**config.mk**
```make
export PLATFORM = sky130hd
export DESIGN_NAME = dmem_sized
export DESIGN_NICKNAME = d
export VERILOG_FILES = /design/src/rtl/dmem_sized.sv
export SDC_FILE = /design/constraint.sdc
export NUM_CORES = 2
export LEC_CHECK = 0
export CAP_MARGIN = 5
export CORE_MARGIN = 1.5
export CORE_UTILIZATION = 38
export CTS_CLUSTER_DIAMETER = 200
export DETAILED_ROUTE_END_ITERATION = 7
export PLACE_DENSITY = 0.64
export SKIP_CTS_REPAIR_TIMING = 1
export SYNTH_ARGS = -nofsm -noshare
export SYNTH_HDL_FRONTEND = slang
export SYNTH_SLANG_ARGS = --single-unit
```
**constraint.sdc**
```tcl
create_clock -name clk -period 5.28 [get_ports clk]
set_clock_uncertainty 0.2 [all_clocks]
set_input_delay 1.056 -clock clk [delete_from_list [all_inputs] [get_ports clk]]
set_output_delay 1.056 -clock clk [all_outputs]
set_load 0.02 [all_outputs]
```
**src/rtl/dmem_sized.sv**
```systemverilog
// dmem_sized: handshaked data memory with byte/half/word access.
//
// One request is in flight at a time. A request is accepted in IDLE, waits
// LATENCY cycles, commits on the edge that enters RESP, and answers with a
// one-cycle resp_valid strobe.
//
// state | meaning
// ------+---------------------------------------------------------------
// IDLE  | req_ready=1, waiting for a request
// WAIT  | request latched, access-latency down-counter running
// RESP  | resp_valid=1 for one cycle; readdata/err hold the result
//
// Ports:
//   clk           clock, all logic on rising edge
//   reset         synchronous active-high reset
//   req_valid     request present
//   req_ready     block can accept a request this cycle
//   req_we        1 = store, 0 = load
//   req_size      0 = byte, 1 = half, 2 = word, 3 = reserved
//   req_unsigned  load zero-extends when 1, sign-extends when 0
//   addr          byte address (little-endian lanes)
//   writedata     store data, right-aligned
//   resp_valid    one-cycle response strobe
//   readdata      extended load data; 0 for stores and errors
//   err           misaligned, reserved size or out-of-range access
module dmem_sized #(
  parameter int unsigned DEPTH_WORDS = 64,
  parameter int unsigned LATENCY     = 1,
  parameter string       INIT_FILE   = ""
) (
  input  logic        clk,
  input  logic        reset,
  input  logic        req_valid,
  output logic        req_ready,
  input  logic        req_we,
  input  logic [1:0]  req_size,
  input  logic        req_unsigned,
  input  logic [31:0] addr,
  input  logic [31:0] writedata,
  output logic        resp_valid,
  output logic [31:0] readdata,
  output logic        err
);

  localparam int unsigned AW        = $clog2(DEPTH_WORDS);
  localparam bit          ZERO_LAT  = (LATENCY == 0);
  localparam logic [2:0]  CNT_LOAD  = 3'((LATENCY > 0) ? (LATENCY - 1) : 0);

  typedef enum logic [1:0] {
    ST_IDLE = 2'd0,
    ST_WAIT = 2'd1,
    ST_RESP = 2'd2
  } state_t;

  state_t      state_q, state_d;
  logic [2:0]  cnt_q, cnt_d;
  logic        we_q, we_d;
  logic [1:0]  size_q, size_d;
  logic        uns_q, uns_d;
  logic [31:0] addr_q, addr_d;
  logic [31:0] wdata_q, wdata_d;
  logic [31:0] readdata_q, readdata_d;
  logic        err_q, err_d;

  logic        commit_fsm;
  logic        commit;

  logic [31:0] mem [DEPTH_WORDS];

  // With zero latency the commit happens on the accept edge, before the
  // request registers are loaded, so the access is decoded from the ports.
  logic        c_we;
  logic [1:0]  c_size;
  logic        c_uns;
  logic [31:0] c_addr;
  logic [31:0] c_wdata;

  assign c_we    = ZERO_LAT ? req_we       : we_q;
  assign c_size  = ZERO_LAT ? req_size     : size_q;
  assign c_uns   = ZERO_LAT ? req_unsigned : uns_q;
  assign c_addr  = ZERO_LAT ? addr         : addr_q;
  assign c_wdata = ZERO_LAT ? writedata    : wdata_q;

  // Access decode
  logic [AW-1:0] word_idx;
  logic          out_of_range;
  logic          misaligned;
  logic          acc_err;
  logic [31:0]   rd_word;
  logic [7:0]    rd_byte;
  logic [15:0]   rd_half;
  logic [31:0]   load_data;
  logic [3:0]    byte_en;
  logic [31:0]   wr_lanes;
  logic          mem_we;

  assign word_idx     = c_addr[AW+1:2];
  // No wrap-around: any set bit above the index field is out of range.
  assign out_of_range = |c_addr[31:AW+2];
  assign rd_word      = mem[word_idx];
  assign rd_byte      = rd_word[{c_addr[1:0], 3'b000} +: 8];
  assign rd_half      = rd_word[{c_addr[1], 4'b0000} +: 16];

  always_comb begin
    misaligned = 1'b0;
    load_data  = 32'd0;
    byte_en    = 4'b0000;
    wr_lanes   = c_wdata;
    case (c_size)
      2'd0: begin
        load_data = c_uns ? {24'd0, rd_byte} : {{24{rd_byte[7]}}, rd_byte};
        byte_en   = 4'b0001 << c_addr[1:0];
        wr_lanes  = {4{c_wdata[7:0]}};
      end
      2'd1: begin
        misaligned = c_addr[0];
        load_data  = c_uns ? {16'd0, rd_half} : {{16{rd_half[15]}}, rd_half};
        byte_en    = c_addr[1] ? 4'b1100 : 4'b0011;
        wr_lanes   = {2{c_wdata[15:0]}};
      end
      2'd2: begin
        misaligned = (c_addr[1:0] != 2'b00);
        load_data  = rd_word;
        byte_en    = 4'b1111;
        wr_lanes   = c_wdata;
      end
      default: begin
        misaligned = 1'b1;
      end
    endcase
  end

  assign acc_err = misaligned || out_of_range;
  assign commit  = commit_fsm && !reset;
  assign mem_we  = commit && c_we && !acc_err;

  // FSM next-state and outputs
  always_comb begin
    state_d    = state_q;
    cnt_d      = cnt_q;
    we_d       = we_q;
    size_d     = size_q;
    uns_d      = uns_q;
    addr_d     = addr_q;
    wdata_d    = wdata_q;
    commit_fsm = 1'b0;
    req_ready  = 1'b0;
    resp_valid = 1'b0;
    case (state_q)
      ST_IDLE: begin
        req_ready = 1'b1;
        if (req_valid) begin
          we_d    = req_we;
          size_d  = req_size;
          uns_d   = req_unsigned;
          addr_d  = addr;
          wdata_d = writedata;
          if (ZERO_LAT) begin
            state_d    = ST_RESP;
            commit_fsm = 1'b1;
          end else begin
            state_d = ST_WAIT;
            cnt_d   = CNT_LOAD;
          end
        end
      end
      ST_WAIT: begin
        if (cnt_q == 3'd0) begin
          state_d    = ST_RESP;
          commit_fsm = 1'b1;
        end else begin
          cnt_d = cnt_q - 3'd1;
        end
      end
      ST_RESP: begin
        resp_valid = 1'b1;
        state_d    = ST_IDLE;
      end
      default: begin
        state_d = ST_IDLE;
      end
    endcase
  end

  always_comb begin
    readdata_d = readdata_q;
    err_d      = err_q;
    if (commit) begin
      err_d      = acc_err;
      readdata_d = (acc_err || c_we) ? 32'd0 : load_data;
    end
  end

  always_ff @(posedge clk) begin
    if (reset) begin
      state_q    <= ST_IDLE;
      cnt_q      <= 3'd0;
      we_q       <= 1'b0;
      size_q     <= 2'd0;
      uns_q      <= 1'b0;
      addr_q     <= 32'd0;
      wdata_q    <= 32'd0;
      readdata_q <= 32'd0;
      err_q      <= 1'b0;
    end else begin
      state_q    <= state_d;
      cnt_q      <= cnt_d;
      we_q       <= we_d;
      size_q     <= size_d;
      uns_q      <= uns_d;
      addr_q     <= addr_d;
      wdata_q    <= wdata_d;
      readdata_q <= readdata_d;
      err_q      <= err_d;
    end
  end

  // Contents survive reset; mem_we is already blocked while reset is high.
  always_ff @(posedge clk) begin
    for (int i = 0; i < 4; i++) begin
      if (mem_we && byte_en[i]) begin
        mem[word_idx][8*i +: 8] <= wr_lanes[8*i +: 8];
      end
    end
  end

  assign readdata = readdata_q;
  assign err      = err_q;

endmodule

```
==> results.sh <==
export IMPL_period_minus_slack_ns=4.54
export IMPL_synth_common_cells="edfxtp_1 (2048), mux4_2 (539), nor2_1 (303), nand2_1 (301), mux2i_1 (140)"
export IMPL_ff_latch_area_um2=63800
export IMPL_rows=173
export IMPL_fillCellCount=18739
export IMPL_multi_input_area_um2=19600
export IMPL_yosysMostFrequentCell="edfxtp_1"
export IMPL_fin_tns_setup_ns=0
export IMPL_crit_path_end="readdata[27]"
export IMPL_path_clk_slew_ns=0.06
export IMPL_grt_pass1_vias=43296
export IMPL_r2r_cells=9
export IMPL_wl_mm=241
export IMPL_portBuffers=105
export IMPL_outcome="completed"
export IMPL_maxSlewViolCount=0
export IMPL_ys_flop_type="edfxtp_1"
export IMPL_num_io_pins=106
export IMPL_cap_violations=0
export IMPL_die_height_um=475
export IMPL_wl_per_cell_um=31.2
export IMPL_endpoint_kind="flop"
export IMPL_synth_top_area_frac=0.726
export IMPL_dieArea_um2=226000
export IMPL_core_area_um2=222000
export IMPL_grt_max_degree=81
export IMPL_cts_buffers=211
export IMPL_die_width_um=475
export IMPL_synth_top_cell_by_area="edfxtp_1"
export IMPL_netlist_instances=4228
export IMPL_crit_path_start_kind="flop"
export IMPL_worstSetupPathType="reg2reg"
export IMPL_start_util=0.382
export IMPL_cts_buffer_depth=3
export IMPL_clk_latency_ns=0.87
export IMPL_r2r_end="readdata[27]"
export IMPL_cp_max_fo=17
export IMPL_hold_class="reg2reg"
export IMPL_async_flop_share=0
export IMPL_cts_sinks=2160
export IMPL_cp_arrival_ns=5.03
export IMPL_leakagePower_nw=30.5
export IMPL_ys_top_cells_by_area="edfxtp_1 (73%), mux4_2 (14%), dfxtp_1 (2.6%)"
export IMPL_nets=4601
export IMPL_fmax_mhz=220
export IMPL_drt_initial_drc_count=6150
export IMPL_cts_root_buf="clkbuf_16"
export IMPL_grt_setup_unrepaired="false"
export IMPL_fin_area_um2=97400
export IMPL_htree_levels=4
export IMPL_synth_area_um2=84700
export IMPL_track_usage=0.212
export IMPL_tightest_slew_ns=1.38
export IMPL_ant_nets=0
export IMPL_synthToLayoutAreaGrowth_pct=15.0
export IMPL_p_per_area_nw_per_um2=374
export IMPL_synth_cell_type_count=65
export IMPL_dp_hpwl_mm=152
export IMPL_grt_first_pass_wirelength_mm=336
export IMPL_setup_viol=0
export IMPL_antenna_found_initial=26
export IMPL_period_share=0.861
export IMPL_slew_headroom=0.0796
export IMPL_ir_worst_vdd_mv=0.371
export IMPL_ys_ff_latch=2160
export IMPL_reg2reg_slack_ns=0.74
export IMPL_ys_warn_count=0
export IMPL_yosysSeqAreaShare=0.753
export IMPL_syn_nets=4301
export IMPL_required_ns=5.77
export IMPL_gp_congestion=0.933
export IMPL_drc=0
export IMPL_via_per_inst=5.73
export IMPL_place_area_um2=90200
export IMPL_postSynthAreaPerCell_um2=20.0
export IMPL_drive_gt1_frac=0.247
export IMPL_hold_slack_ns=0.255
export IMPL_vias=44107
export IMPL_gr_total_overflow=0
export IMPL_cts_tree="built"
export IMPL_synth_edf_count=2048
export IMPL_final_util=0.439
export IMPL_first_pass_iters=8
export IMPL_finalHoldViolCount=0
[registers in the layout (all words and copies together), names as in the netlist, named ones only]
signal / count
c_uns: 1
c_size: 2
c_wdata: 32
mem: 2048
c_we: 1
cnt_q: 3
err: 1
addr_q: 32
state_q: 2
readdata: 32
[cells by family (layout without fill, tap and decap cells)]
family,count (synthesis),after routing,synth area share
DFF,2160,2160,0.753
buffers and inverters,269,752,0.0166
AOI/OAI and AO/OA,364,364,0.0291
and+or+nand+nor,725,725,0.0354
adders and majority gates,2,2,0.000296
xor gates and xnor gates,1,1,0.000103
muxes,707,707,0.165
other,0,17,0
[power by group]
group	leakage (nW)	switching, mW	total (mW)	internal [mW]
clock network	3.43	6.51	15.2	8.71
registers	20.2	0.0937	19.0	18.9
logic	6.87	1.48	2.24	0.763
total	30.5	8.09	36.5	28.4
[area by class of cell]
class,instances,area share
antenna,17,0.000437
clock buffer,251,0.0571
clock inverter,145,0.0153
inverter,6,0.000308
multi-input combinational,1799,0.202
sequential,2160,0.655
tap,2975,0.0382
timing repair buffer,350,0.0318
[worst max-delay path, cell delays in order, from the launching register on]
cell	delay, ns
dfxtp_4	0.69
nor2b_2	0.96
buf_4	0.37
a22oi_1	0.13
nand3_1	0.21
nand4_1	0.48
o22ai_1	0.33
nor4_1	0.09
or2b_1	0.69
a311oi_1	0.20
[per-stage QoR]
step / total power [mW] / setup slack [ns] / instances
CTS: 36.6 / 0.895 / 7683
global route: 37.4 / 0.644 / 7686
global placement: 21.5 / 0.964 / 7287
detailed placement: 21.6 / 0.910 / 7287
finish: 36.5 / 0.736 / 7703
floorplan: 20.6 / 0.548 / 4228
[placed cells by master, fill, tap and decap left out, drive strengths merged, types with 5 or more instances in the layout]
cell type / n
a221oi: 18
a22oi: 62
a311oi: 23
clkbuf: 251
mux2: 18
o21ai: 45
buf: 246
nor3b: 8
a32o: 6
nand2b: 6
nand2: 301
clkinv: 103
o22ai: 13
or2: 5
nand3: 30
dfxtp: 112
nor2: 303
nand3b: 5
mux4: 549
a211oi: 5
a22o: 7
inv: 13
nor3: 18
and2: 6
nor4: 12
bufinv: 24
and3: 5
a21oi: 119
edfxtp: 2048
clkinvlp: 11
o211ai: 5
clkdlybuf4s50: 104
mux2i: 140
nor2b: 12
diode: 17
a32oi: 24
[how the worst min path moves through the flow]
| stage | from | endpoint | depth (start not counted) | slack, ns |
|---|---|---|---|---|
| 6_report | addr_q[13] | addr_q[13] | 2 | 0.26 |
| 5_1_grt | addr_q[8] | addr_q[8] | 2 | 0.27 |
| 4_1_cts | addr_q[13] | addr_q[13] | 2 | 0.26 |
| 3_5_place_dp | addr_q[13] | addr_q[13] | 2 | 0.25 |
| 3_3_place_gp | c_wdata[23] | c_wdata[23] | 2 | 0.24 |
| 2_1_floorplan | c_wdata[16] | c_wdata[16] | 2 | 0.23 |
[per-layer routing]
layer,GRT usage,part of all wire,vias up
met5,0,0.00091,-
met4,0.107,0.054,34
met3,0.0585,0.10,481
met2,0.325,0.46,2501
met1,0.278,0.38,23110
li1,-,-,17981
No activity file was read; power rests on OpenSTA's default activity.
